### src/rtl/decoder_rr_arbiter_pkg.sv
// ============================================================================
// Module : arb_pkg
// Brief  : Shared constants, state encoding and round-robin pick helper.
// Rev    : 1.0
// ============================================================================
`default_nettype none

package arb_pkg;

    localparam int NUM_REQ = 4;
    localparam int IDX_W   = 2;

    localparam logic [1:0] IDLE    = 2'd0;
    localparam logic [1:0] GRANT   = 2'd1;
    localparam logic [1:0] RELEASE = 2'd2;

    typedef enum logic [1:0] {
        ST_IDLE    = IDLE,
        ST_GRANT   = GRANT,
        ST_RELEASE = RELEASE
    } state_t;

    // Returns {found, index}; scanning downward lets the smallest offset from ptr win.
    function automatic logic [IDX_W:0] rr_pick(
        input logic [NUM_REQ-1:0] req,
        input logic [IDX_W-1:0]   ptr
    );
        logic [IDX_W:0]   res;
        logic [IDX_W-1:0] idx;
        res = '0;
        for (int k = NUM_REQ - 1; k >= 0; k--) begin
            idx = ptr + IDX_W'(k);
            if (req[idx]) begin
                res = {1'b1, idx};
            end
        end
        return res;
    endfunction

endpackage

`default_nettype wire

### src/rtl/decoder_rr_arbiter_dec2to4_n.sv
// ============================================================================
// Module : dec2to4_n
// Brief  : 2-to-4 decoder with enable and active-low outputs.
// Rev    : 1.0
// ============================================================================
`default_nettype none

module dec2to4_n (
    input  logic       i_a,
    input  logic       i_b,
    input  logic       i_en,
    output logic [3:0] o_y_n
);

    always_comb begin
        o_y_n = 4'b1111;
        if (i_en) begin
            o_y_n[{i_a, i_b}] = 1'b0;
        end
    end

endmodule

`default_nettype wire

### src/rtl/decoder_rr_arbiter.sv
// ============================================================================
// Module : decoder_rr_arbiter
// Brief  : Round-robin arbiter driving a shared active-low 2-to-4 decoder,
//          with break-before-make dead cycle and a per-ownership hold timer.
// Rev    : 1.0
// ============================================================================
`default_nettype none

module decoder_rr_arbiter
    import arb_pkg::*;
#(
    parameter int MAX_HOLD = 8,
    parameter int HOLD_W   = 4
) (
    input  logic               clk,
    input  logic               rst_n,
    input  logic [NUM_REQ-1:0] req,
    output logic               dec_a,
    output logic               dec_b,
    output logic               dec_en,
    output logic [NUM_REQ-1:0] gnt_n,
    output logic               busy,
    output logic               timeout
);

    state_t              r_state;
    logic [IDX_W-1:0]    r_ptr;
    logic [IDX_W-1:0]    r_idx;
    logic [HOLD_W-1:0]   r_hold_cnt;
    logic                r_en;
    logic                r_timeout;

    logic [IDX_W:0]      w_pick;
    logic                w_found;
    logic [IDX_W-1:0]    w_win;
    logic                w_owner_req;
    logic                w_hold_sat;

    assign w_pick      = rr_pick(req, r_ptr);
    assign w_found     = w_pick[IDX_W];
    assign w_win       = w_pick[IDX_W-1:0];
    assign w_owner_req = req[r_idx];
    assign w_hold_sat  = (r_hold_cnt == HOLD_W'(MAX_HOLD - 1));

    always_ff @(posedge clk or negedge rst_n) begin
        if (!rst_n) begin
            r_state    <= ST_IDLE;
            r_ptr      <= '0;
            r_idx      <= '0;
            r_hold_cnt <= '0;
            r_en       <= 1'b0;
            r_timeout  <= 1'b0;
        end else begin
            r_timeout <= 1'b0;
            case (r_state)
                // RELEASE is the dead cycle; it re-arbitrates exactly like IDLE.
                ST_IDLE, ST_RELEASE: begin
                    if (w_found) begin
                        r_state    <= ST_GRANT;
                        r_idx      <= w_win;
                        r_en       <= 1'b1;
                        r_hold_cnt <= '0;
                    end else begin
                        r_state <= ST_IDLE;
                        r_en    <= 1'b0;
                    end
                end
                ST_GRANT: begin
                    if (!w_owner_req || w_hold_sat) begin
                        r_state   <= ST_RELEASE;
                        r_en      <= 1'b0;
                        r_ptr     <= r_idx + 2'd1;
                        // An owner dropping on the saturating edge is a normal release.
                        r_timeout <= w_owner_req;
                    end else begin
                        r_hold_cnt <= r_hold_cnt + 1'b1;
                    end
                end
                default: begin
                    r_state <= ST_IDLE;
                    r_en    <= 1'b0;
                end
            endcase
        end
    end

    assign dec_a   = r_idx[1];
    assign dec_b   = r_idx[0];
    assign dec_en  = r_en;
    assign busy    = (r_state != ST_IDLE);
    assign timeout = r_timeout;

    dec2to4_n u_dec (
        .i_a   (dec_a),
        .i_b   (dec_b),
        .i_en  (dec_en),
        .o_y_n (gnt_n)
    );

endmodule

`default_nettype wire

### config.mk
export PLATFORM = sky130hd
export DESIGN_NAME = decoder_rr_arbiter
export DESIGN_NICKNAME = d
export VERILOG_FILES = /design/src/rtl/decoder_rr_arbiter_pkg.sv /design/src/rtl/decoder_rr_arbiter_dec2to4_n.sv /design/src/rtl/decoder_rr_arbiter.sv
export SDC_FILE = /design/constraint.sdc
export NUM_CORES = 1
export LEC_CHECK = 0
export BUFFER_PORTS_ARGS = -buffer_cell sky130_fd_sc_hd__buf_4
export CAP_MARGIN = 20
export CELL_PAD_IN_SITES_DETAIL_PLACEMENT = 0
export CELL_PAD_IN_SITES_GLOBAL_PLACEMENT = 1
export CORE_ASPECT_RATIO = 0.75
export CORE_MARGIN = 2
export CORE_UTILIZATION = 38
export CTS_BUF_LIST = sky130_fd_sc_hd__clkbuf_8
export DETAILED_ROUTE_END_ITERATION = 10
export GPL_TIMING_DRIVEN = 0
export PLACE_DENSITY_LB_ADDON = 0.08
export SYNTH_ARGS = -nofsm -noshare
export SYNTH_HDL_FRONTEND = slang
export SYNTH_HIERARCHICAL = 1
export SYNTH_SLANG_ARGS = --single-unit
### constraint.sdc
create_clock -name clk -period 1.7 [get_ports clk]
set_clock_uncertainty 0.05 [all_clocks]
set_input_delay 0.17 -clock clk [delete_from_list [all_inputs] [get_ports clk]]
set_output_delay 0.17 -clock clk [all_outputs]
set_load 0.05 [all_outputs]
==> results of run 1 <==
-- registers in the layout, indices dropped and copies added, names as in the netlist --
| register | count |
|---|---|
| timeout | 1 |
| r_hold_cnt | 4 |
| r_idx | 2 |
| r_state | 2 |
| r_ptr | 2 |
| dec_en | 1 |
-- cells in the mapped netlist (all sizes together) (2+ instances only) --
library cell  count
a21o              2
nor3b             2
nor2              6
inv               5
mux2              2
nor2b             3
nand3b            4
a21oi             3
nand2             6
dfrtp            12
o21ai             3
nand3             2
mux2i             4
a211oi            2
nor3              2
-- repair_timing --
action | in CTS | in global routing
gates cloned | 0 | 0
buffers inserted | 1 | 2
hold buffers | 1 | 0
endpoints found under the setup margin | 1 | 3
pin swaps | 1 | 1
gates resized for setup | 1 | 5
endpoints found under the hold margin | 12 | 0
-- worst min-delay path by stage --
stage / slack (ps) / startpoint / cells past startpoint / endpoint
after floorplan: -180 / rst_n / 0 / dec_en
after global placement: -30 / rst_n / 1 / r_idx[1]
after detailed placement: -30 / rst_n / 1 / r_ptr[0]
after CTS: 270 / rst_n / 2 / r_ptr[0]
after global routing: 300 / rst_n / 2 / r_idx[0]
final: 260 / rst_n / 2 / r_idx[1]
-- area by class of cell --
class                      count  area (µm²)
sequential                    12         303
inverter                       5        18.8
fill                         160         790
clock buffer                   4        55.1
buffer                         1        7.51
timing repair buffer          18         138
multi-input combinational     55         418
tap                           22        27.5
-- kinds of logic after synthesis --
group                    share of synthesized area
multiplexers                                0.0879
AO/OA/AOI/OAI                                0.170
buffers and inverters                       0.0334
adder cells (fa/ha/maj)                     0.0176
AND/OR/NAND/NOR                              0.257
flip-flops                                   0.422
XOR/XNOR                                    0.0123
-- power groups by stage --
stage | registers, mW | clock network, mW | logic [mW]
finish | 0.545 | 0.307 | 1.13
global route | 0.565 | 0.335 | 1.23
CTS | 0.548 | 0.316 | 1.04
detailed placement | 0.552 | 0 | 0.994
global placement | 0.549 | 0 | 0.988
floorplan | 0.637 | 0 | 0.646
-- layer usage --
layer  up-vias  share of wire  GRT usage
met3         4          0.047     0.0540
li1        306              -          -
met2        14           0.46      0.232
met5         -              0          0
met1       281           0.48      0.254
met4         0          0.010     0.0450
==> qor.yml, run 1 <==
status: "complete, no violations"
cellPowerDensity_nw_per_um2: 2040
dpl_cell_area_um2: 850
slew_viol_final: 0
synthArstFlopShare: 1.00
path_buf_inv: 0
die_x_um: 54.0
synth.distinct_cells: 32
synth_fp_nets: 80
synth-edff-count: 0
setup_viol: 0
yosys_most_used_dff: "dfrtp_1"
gr-usage-all-layers: 0.169
period_share: 0.978
fp.dieArea_um2: 2240
floorplan.rows: 13
crit_start: "r_state[0]"
vias: 605
cts_buffers: 3
final_common_cell: "buf_4"
ant_nets: 0
layout.nets: 103
hpwl_um: 1100
drc: 0
place.gp.congestion: 0.766
hold_class: "in -> async"
crit_chain: "nor2b_1 -> and3_2 -> a211oi_4 -> mux2_2"
r2r-end: "r_ptr[1]"
wl_um: 1570
cp-start-kind: "flop"
fmax_mhz: 602
final_area_um2: 967
finalPower_mw: 1.98
synth_top_area_share: 0.422
cts_tree: "done"
ys_seq_elements: 12
dp_cells: 109
final_cells: 117
endpoint: "r_ptr[1]"
end_kind: "flop"
ys_seq_area_frac: 0.422
die_height_um: 41.5
grt_pass1_wl_um: 2720
power_switching_mw: 0.912
h-tree-depth: 1
grt_max_degree: 13
r2r_setup_slack_ps: 40
slew_headroom: 0.751
synthesis.area_um2: 712
postLayoutCoreUtil: 0.551
clk_pin_slew_ps: 50
clock_power_share: 0.155
crit_family: "simple AND/OR/NAND/NOR gates"
route.detailed.wl_per_inst_um: 13.4
irDropWorstVdd_mv: 1.29
layout_common_cells: "buf_4 (18), dfrtp_1 (10), nor2_1 (6), nand2_1 (6)"
synth_warnings: 6
globalRouteOverflowTotal: 0
hold_viol: 0
placeableCoreArea_um2: 1760
drt-pass1-iter-count: 4
max-cap-violations: 0
place_ws_ps: -48.8
root_buffer: "clkbuf_8"
drt_iter0_drc: 8
crit_arrival_ps: 1740
critPathMaxFanout: 8
antenna_found_initial: 0
reg2reg_depth: 4
worst_pin_slew_ps: 373
grt_pass1_vias: 566
p_sw_frac: 0.461
synth_top_area_cell: "dfrtp_1"
drive_gt1_frac: 0.368
hold_ws_ps: 256
vias_per_cell: 5.17
io_buffers: 14
yosys-top-cells-area: "dfrtp_1 (42%), mux2i_1 (5.6%), nand3b_1 (4.2%), mux2_2 (3.2%), nand2_1 (3.2%)"
comb_power_share: 0.569
area.growth.synth_to_final_pct: 35.9
seq_power_share: 0.275
clkLatencyLatePin_ps: 240
cts_buffer_depth: 2
netlist_instances: 73
slowest_stage: "dfrtp_1"
setup_tns_ps: 0
max_stage_delay_ps: 460
r2r-start: "r_state[0]"
cts.sinks: 12
boundaryPins: 15
critPathRequiredTime_ps: 1770
leakagePower_nw: 0.449
insertedDiodeCount: 0
start_util: 0.405
syn_avg_cell_area_um2: 9.75
p_int_mw: 1.07
cp_num_cells: 4
worst-setup-path-type: "reg -> reg"
worst_slack_ps: 37.6
layout_min_cycle_time_ps: 1660
Note: power is estimated with default switching activity, not from simulation.
==> inputs of run 2 (changes only) <==
Settings changed: CORE_UTILIZATION 38 to 37, SYNTH_HIERARCHICAL 1 to unset.
==> run 2 against run 1 <==
Against the previous run:
- combinational power is 12% lower
- clock power is 16% lower
- largest power group unchanged
- critical path type unchanged
- wire length is 5.4% lower
- highest routed layer unchanged
==> qor.yml, run 2 <==
status: "complete, no violations"
fmax_mhz: 616  # +2.4%
ant_nets: 0  # unchanged
start_util: 0.402  # -0.00372
gr-usage-all-layers: 0.145  # -0.0239
final_cells: 120  # +2.6%
period_share: 0.955  # -0.0227
worst_pin_slew_ps: 379  # +5.91 ps
placeableCoreArea_um2: 1770  # +0.93%
comb_power_share: 0.555  # -0.014
grt_pass1_wl_um: 2350  # -14%
route.detailed.wl_per_inst_um: 12.3  # -7.8%
area.growth.synth_to_final_pct: 33.6
fp.dieArea_um2: 2290  # +2.5%
final_area_um2: 951  # -1.7%
hold_viol: 0  # unchanged
multi_input_area_um2: 404  # -3.3%
cellPowerDensity_nw_per_um2: 1880  # -8.2%
drt-pass1-iter-count: 4  # unchanged
layout.nets: 110  # +6.8%
crit_chain: "ha_2 -> nand3b_1 -> nor3b_2 -> nor3_2 -> mux2_4"
vias: 624  # +3.1%
place.gp.congestion: 0.808  # +5.4%
dp_cells: 110  # +0.92%
top_register: "r_hold_cnt"
die_height_um: 42.0  # +1.2%
yosys_most_used_dff: "dfrtp_1"
cts_buffers: 3  # unchanged
yosys-top-cells-area: "dfrtp_1 (42%), ha_1 (8.8%), nand2_1 (5.3%), mux2i_1 (4.2%), nor2_1 (3.2%)"
synth_top_area_share: 0.422  # unchanged
boundaryPins: 15  # unchanged
drive_gt1_frac: 0.327  # -0.0419
synth_fp_nets: 85  # +6.3%
hp-start: "req[3]"
antenna_found_initial: 0  # unchanged
globalRouteOverflowTotal: 0  # unchanged
clk_pin_slew_ps: 50  # about the same
clock_power_share: 0.144  # -0.011
p_int_mw: 0.943  # -11%
io_buffers: 14  # unchanged
insertedDiodeCount: 0  # unchanged
grt_pass1_vias: 521  # -8.0%
layout_min_cycle_time_ps: 1620  # -38.6 ps
cts.sinks: 12  # unchanged
max-cap-violations: 0  # unchanged
slowest_stage: "dfrtp_1"
yosysMostFrequentCell: "dfrtp_1"
power_switching_mw: 0.842  # -7.7%
root_buffer: "clkbuf_8"
r2r-end: "r_ptr[1]"
hpwl_um: 1060  # -3.2%
ys_seq_area_frac: 0.422  # unchanged
dpl_cell_area_um2: 847  # -0.29%
setup_viol: 0  # unchanged
crit_arrival_ps: 1690  # -50 ps
clkLatencyLatePin_ps: 240  # about the same
crit_family: "simple AND/OR/NAND/NOR gates"
die_x_um: 54.7  # +1.2%
vias_per_cell: 5.20  # +0.56%
seq_power_share: 0.301  # +0.026
path_buf_inv: 0  # unchanged
worst_slack_ps: 76.2  # +38.6 ps
synth.distinct_cells: 26  # -19%
cts_buffer_depth: 2  # unchanged
max_stage_delay_ps: 380  # -80 ps
floorplan.rows: 13  # unchanged
final_common_cell: "buf_4"
synthesis.area_um2: 712  # unchanged
netlist_instances: 74  # +1.4%
wl_um: 1480  # -5.4%
regArea_um2: 303  # unchanged
hold_class: "in -> reg"
synth-edff-count: 0  # unchanged
reg2reg_depth: 5  # +1
r2r-start: "r_hold_cnt[0]"
critPathMaxFanout: 5  # -3
grt_max_degree: 13  # unchanged
postLayoutCoreUtil: 0.536  # -0.0142
drc: 0  # unchanged
synth_top_area_cell: "dfrtp_1"
fillers: 169  # +5.6%
h-tree-depth: 1  # unchanged
ys_seq_elements: 12  # unchanged
syn_avg_cell_area_um2: 9.62  # -1.4%
largest_reg_flops: 4  # unchanged
r2r_setup_slack_ps: 80  # +40 ps
synth_common_cells: "dfrtp_1 (12), nand2_1 (10), nor2_1 (6)"
worstHoldEndpoint: "r_idx[0]"
layout_common_cells: "buf_4 (19), nand2_1 (10), dfrtp_1 (10)"
synthArstFlopShare: 1.00  # unchanged
cp-start-kind: "flop"
hold_ws_ps: 242  # -13.8 ps
leakagePower_nw: 0.460  # +2.3%
synth_warnings: 0  # -6
critPathRequiredTime_ps: 1770  # about the same
drt_iter0_drc: 15  # +7
slew_headroom: 0.748  # -0.00343
irDropWorstVdd_mv: 0.988  # -23%
worst-setup-path-type: "reg -> reg"
cts_tree: "done"
whs_path_depth: 3
place_ws_ps: -73.0  # -24.2 ps
end_kind: "flop"
p_sw_frac: 0.472  # +0.0105
slew_viol_final: 0  # unchanged
[run 2: how the worst max path moves through the flow]
stage	startpoint	end	slack (ps)	cells after the start
6_report	r_hold_cnt[0]	r_ptr[1]	80	5
3_5_place_dp	r_hold_cnt[0]	r_ptr[1]	-70	5
3_3_place_gp	r_hold_cnt[0]	r_ptr[1]	-80	5
4_1_cts	r_hold_cnt[0]	r_ptr[1]	10	5
2_1_floorplan	r_idx[1]	r_ptr[1]	60	4
5_1_grt	r_hold_cnt[0]	r_ptr[1]	-40	5
[run 2: logic make-up (layout without fill, tap and decap cells)]
group                      count (synthesis)  count (layout)  share of synthesized area
AOI/OAI and AO/OA                         16              16                      0.158
and+or+nand+nor                           31              31                      0.232
muxes                                      5               5                     0.0738
buffers and inverters                      5              29                     0.0264
DFF                                       12              12                      0.422
adders and majority gates                  5               5                     0.0879
[run 2: worst register-to-register path: stages (launching register included)]
cell and delay (ps):
dfrtp_1 380, ha_2 200, nand3b_1 220, nor3b_2 80, nor3_2 250, mux2_4 320
[run 2: stage by stage]
step,total power [mW],TNS [ps]
detailed placement,1.46,-73.0
global route,1.93,-80.1
CTS,1.75,0
floorplan,1.20,0
global placement,1.46,-84.2
finish,1.79,0
[run 2: metal layers]
layer	part of all wire	global-route usage
met1	0.49	0.208
met2	0.43	0.193
met3	0.078	0.0750
met4	0.0081	0.0300
met5	0	0
[run 2: power by group through the flow]
stage               logic (mW)  clock network (mW)  registers, mW
finish                   0.990               0.257          0.537
global route              1.08               0.284          0.558
CTS                      0.946               0.264          0.539
detailed placement       0.920                   0          0.543
global placement         0.916                   0          0.543
floorplan                0.567                   0          0.630
[run 2: cell type report]
| cell class | instances | area share |
|---|---|---|
| clock buffer | 3 | 0.0434 |
| clock inverter | 1 | 0.00395 |
| inverter | 5 | 0.0197 |
| multi-input combinational | 57 | 0.425 |
| sequential | 12 | 0.318 |
| tap | 22 | 0.0289 |
| timing repair buffer | 20 | 0.161 |
[run 2: repair_timing]
action | in CTS | in global routing
pin swaps | 1 | 1
hold endpoints to repair | 12 | 0
gates resized for setup | 0 | 3
hold buffers | 1 | 0
buffers inserted | 1 | 4
setup endpoints to repair | 1 | 3
==> inputs of run 3 (changes only) <==
Settings changed: CORE_ASPECT_RATIO 0.75 to 1.2, GPL_TIMING_DRIVEN 0 to unset.
==> run 3 against run 2 <==
Against the previous run:
- non-clock buffer count decreased by 3
- maximum frequency increased by 4.5%
- clock power increased by 23%
- largest power group unchanged
- largest cell class unchanged
==> qor.yml, run 3 (synthesis gave the netlist of run 2 again) <==
largest_reg_flops: 4  # unchanged
worst-setup-path-type: "reg -> reg"
layout_min_cycle_time_ps: 1550  # -70.5 ps
final_cells: 114  # -5.0%
route.detailed.wl_per_inst_um: 13.4  # +8.5%
crit_chain: "ha_1 -> nand3b_1 -> nor3b_1 -> nor3_2 -> mux2_1"
fmax_mhz: 644  # +4.5%
hp-start: "req[3]"
vias_per_cell: 5.43  # +4.4%
max_stage_delay_ps: 400  # +20 ps
drt-pass1-iter-count: 4  # unchanged
cts_buffer_depth: 2  # unchanged
globalRouteOverflowTotal: 0  # unchanged
floorplan.rows: 17  # +4
cellPowerDensity_nw_per_um2: 1940  # +3.2%
place.gp.congestion: 0.757  # -6.3%
leakagePower_nw: 0.443  # -3.6%
clkLatencyLatePin_ps: 240  # about the same
layout_common_cells: "buf_4 (16), nand2_1 (10), dfrtp_1 (10)"
root_buffer: "clkbuf_8"
drt_iter0_drc: 5  # -10
drive_gt1_frac: 0.284  # -0.0423
grt_pass1_vias: 600  # +15%
final_common_cell: "buf_4"
max-cap-violations: 0  # unchanged
die_x_um: 44.0  # -19%
cp-start-kind: "flop"
cts.sinks: 12  # unchanged
cts_resized: 0  # unchanged
gr-usage-all-layers: 0.162  # +0.0172
wl_um: 1530  # +3.1%
hold_viol: 0  # unchanged
critPathMaxFanout: 4  # -1
h-tree-depth: 1  # unchanged
area.growth.synth_to_final_pct: 29.7
cts_tree: "done"
crit_family: "flip-flops"
slew_viol_final: 0  # unchanged
clk_pin_slew_ps: 60  # about the same
top_register: "r_hold_cnt"
layout.nets: 107  # -2.7%
setup_viol: 0  # unchanged
fp.dieArea_um2: 2290  # about the same
r2r-start: "r_hold_cnt[0]"
postCtsSetupBuffers: 0  # -1
placeableCoreArea_um2: 1830  # +3.2%
critPathRequiredTime_ps: 1770  # about the same
grt_max_degree: 13  # unchanged
setup_tns_ps: 0  # unchanged
start_util: 0.389  # -0.0124
drc: 0  # unchanged
hold_class: "in -> reg"
vias: 619  # -0.80%
crit_arrival_ps: 1630  # -60 ps
grt_pass1_wl_um: 2730  # +16%
period_share: 0.914  # -0.0415
boundaryPins: 15  # unchanged
hpwl_um: 1170  # +9.9%
insertedDiodeCount: 0  # unchanged
cts_buffers: 3  # unchanged
die_height_um: 52.1  # +24%
slew_headroom: 0.772  # +0.0243
slowest_stage: "dfrtp_1"
worst_pin_slew_ps: 342  # -36.4 ps
crit_start: "r_hold_cnt[0]"
antenna_found_initial: 0  # unchanged
path_buf_inv: 0  # unchanged
dp_cells: 109  # -0.91%
end_kind: "flop"
rsz0062_at_grt: "no"
irDropWorstVdd_mv: 0.861  # -13%
status: "complete, no violations"
ant_nets: 0  # unchanged
cts_hold_buffers: 1  # unchanged
io_buffers: 14  # unchanged
-- run 3: path summary, 6_finish.rpt --
kind	end	slack [ps]	cells after the start
min in group asynchronous	timeout	250	2
worst max-delay path	r_ptr[1]	150	5
worst max register to register	r_ptr[1]	150	5
worst min-delay path	r_idx[0]	240	3
worst min register to register	r_hold_cnt[0]	460	1
max in group asynchronous	r_idx[0]	1170	2
-- run 3: tightest hold or removal path: stages --
cell     delay (ps)
buf_4           120
nor2_1          120
o31ai_1          90
-- run 3: layer usage --
| layer | wire length (µm) | share of wire | global-route usage |
|---|---|---|---|
| met5 | 0 | 0 | 0 |
| met4 | 8 | 0.0052 | 0.0606 |
| met3 | 65 | 0.043 | 0.0347 |
| met2 | 793 | 0.52 | 0.275 |
| met1 | 657 | 0.43 | 0.199 |
-- run 3: final cells by class --
| class | instances | area, µm² |
|---|---|---|
| clock buffer | 4 | 55.1 |
| fill | 194 | 906 |
| sequential | 12 | 303 |
| multi-input combinational | 57 | 393 |
| inverter | 5 | 18.8 |
| tap | 19 | 23.8 |
| timing repair buffer | 17 | 130 |
-- run 3: through the flow --
| stage | instance area (µm²) | setup WS, ps | power [mW] | hold WS, ps | utilization |
|---|---|---|---|---|---|
| CTS | 923 | 135 | 1.81 | 239 | 0.505 |
| global route | 923 | 30.3 | 1.92 | 274 | 0.505 |
| global placement | 858 | 192 | 1.49 | -27.5 | 0.469 |
| finish | 923 | 147 | 1.79 | 236 | 0.505 |
| detailed placement | 858 | 144 | 1.49 | -26.4 | 0.469 |
| floorplan | 714 | 56.5 | 1.20 | -176 | - |
-- run 3: report_power, final --
part | leakage (nW) | switching [mW] | internal (mW) | total [mW]
sequential | 0.150 | 0.139 | 0.396 | 0.535
combinational | 0.265 | 0.588 | 0.349 | 0.938
clock | 0.0288 | 0.112 | 0.205 | 0.317
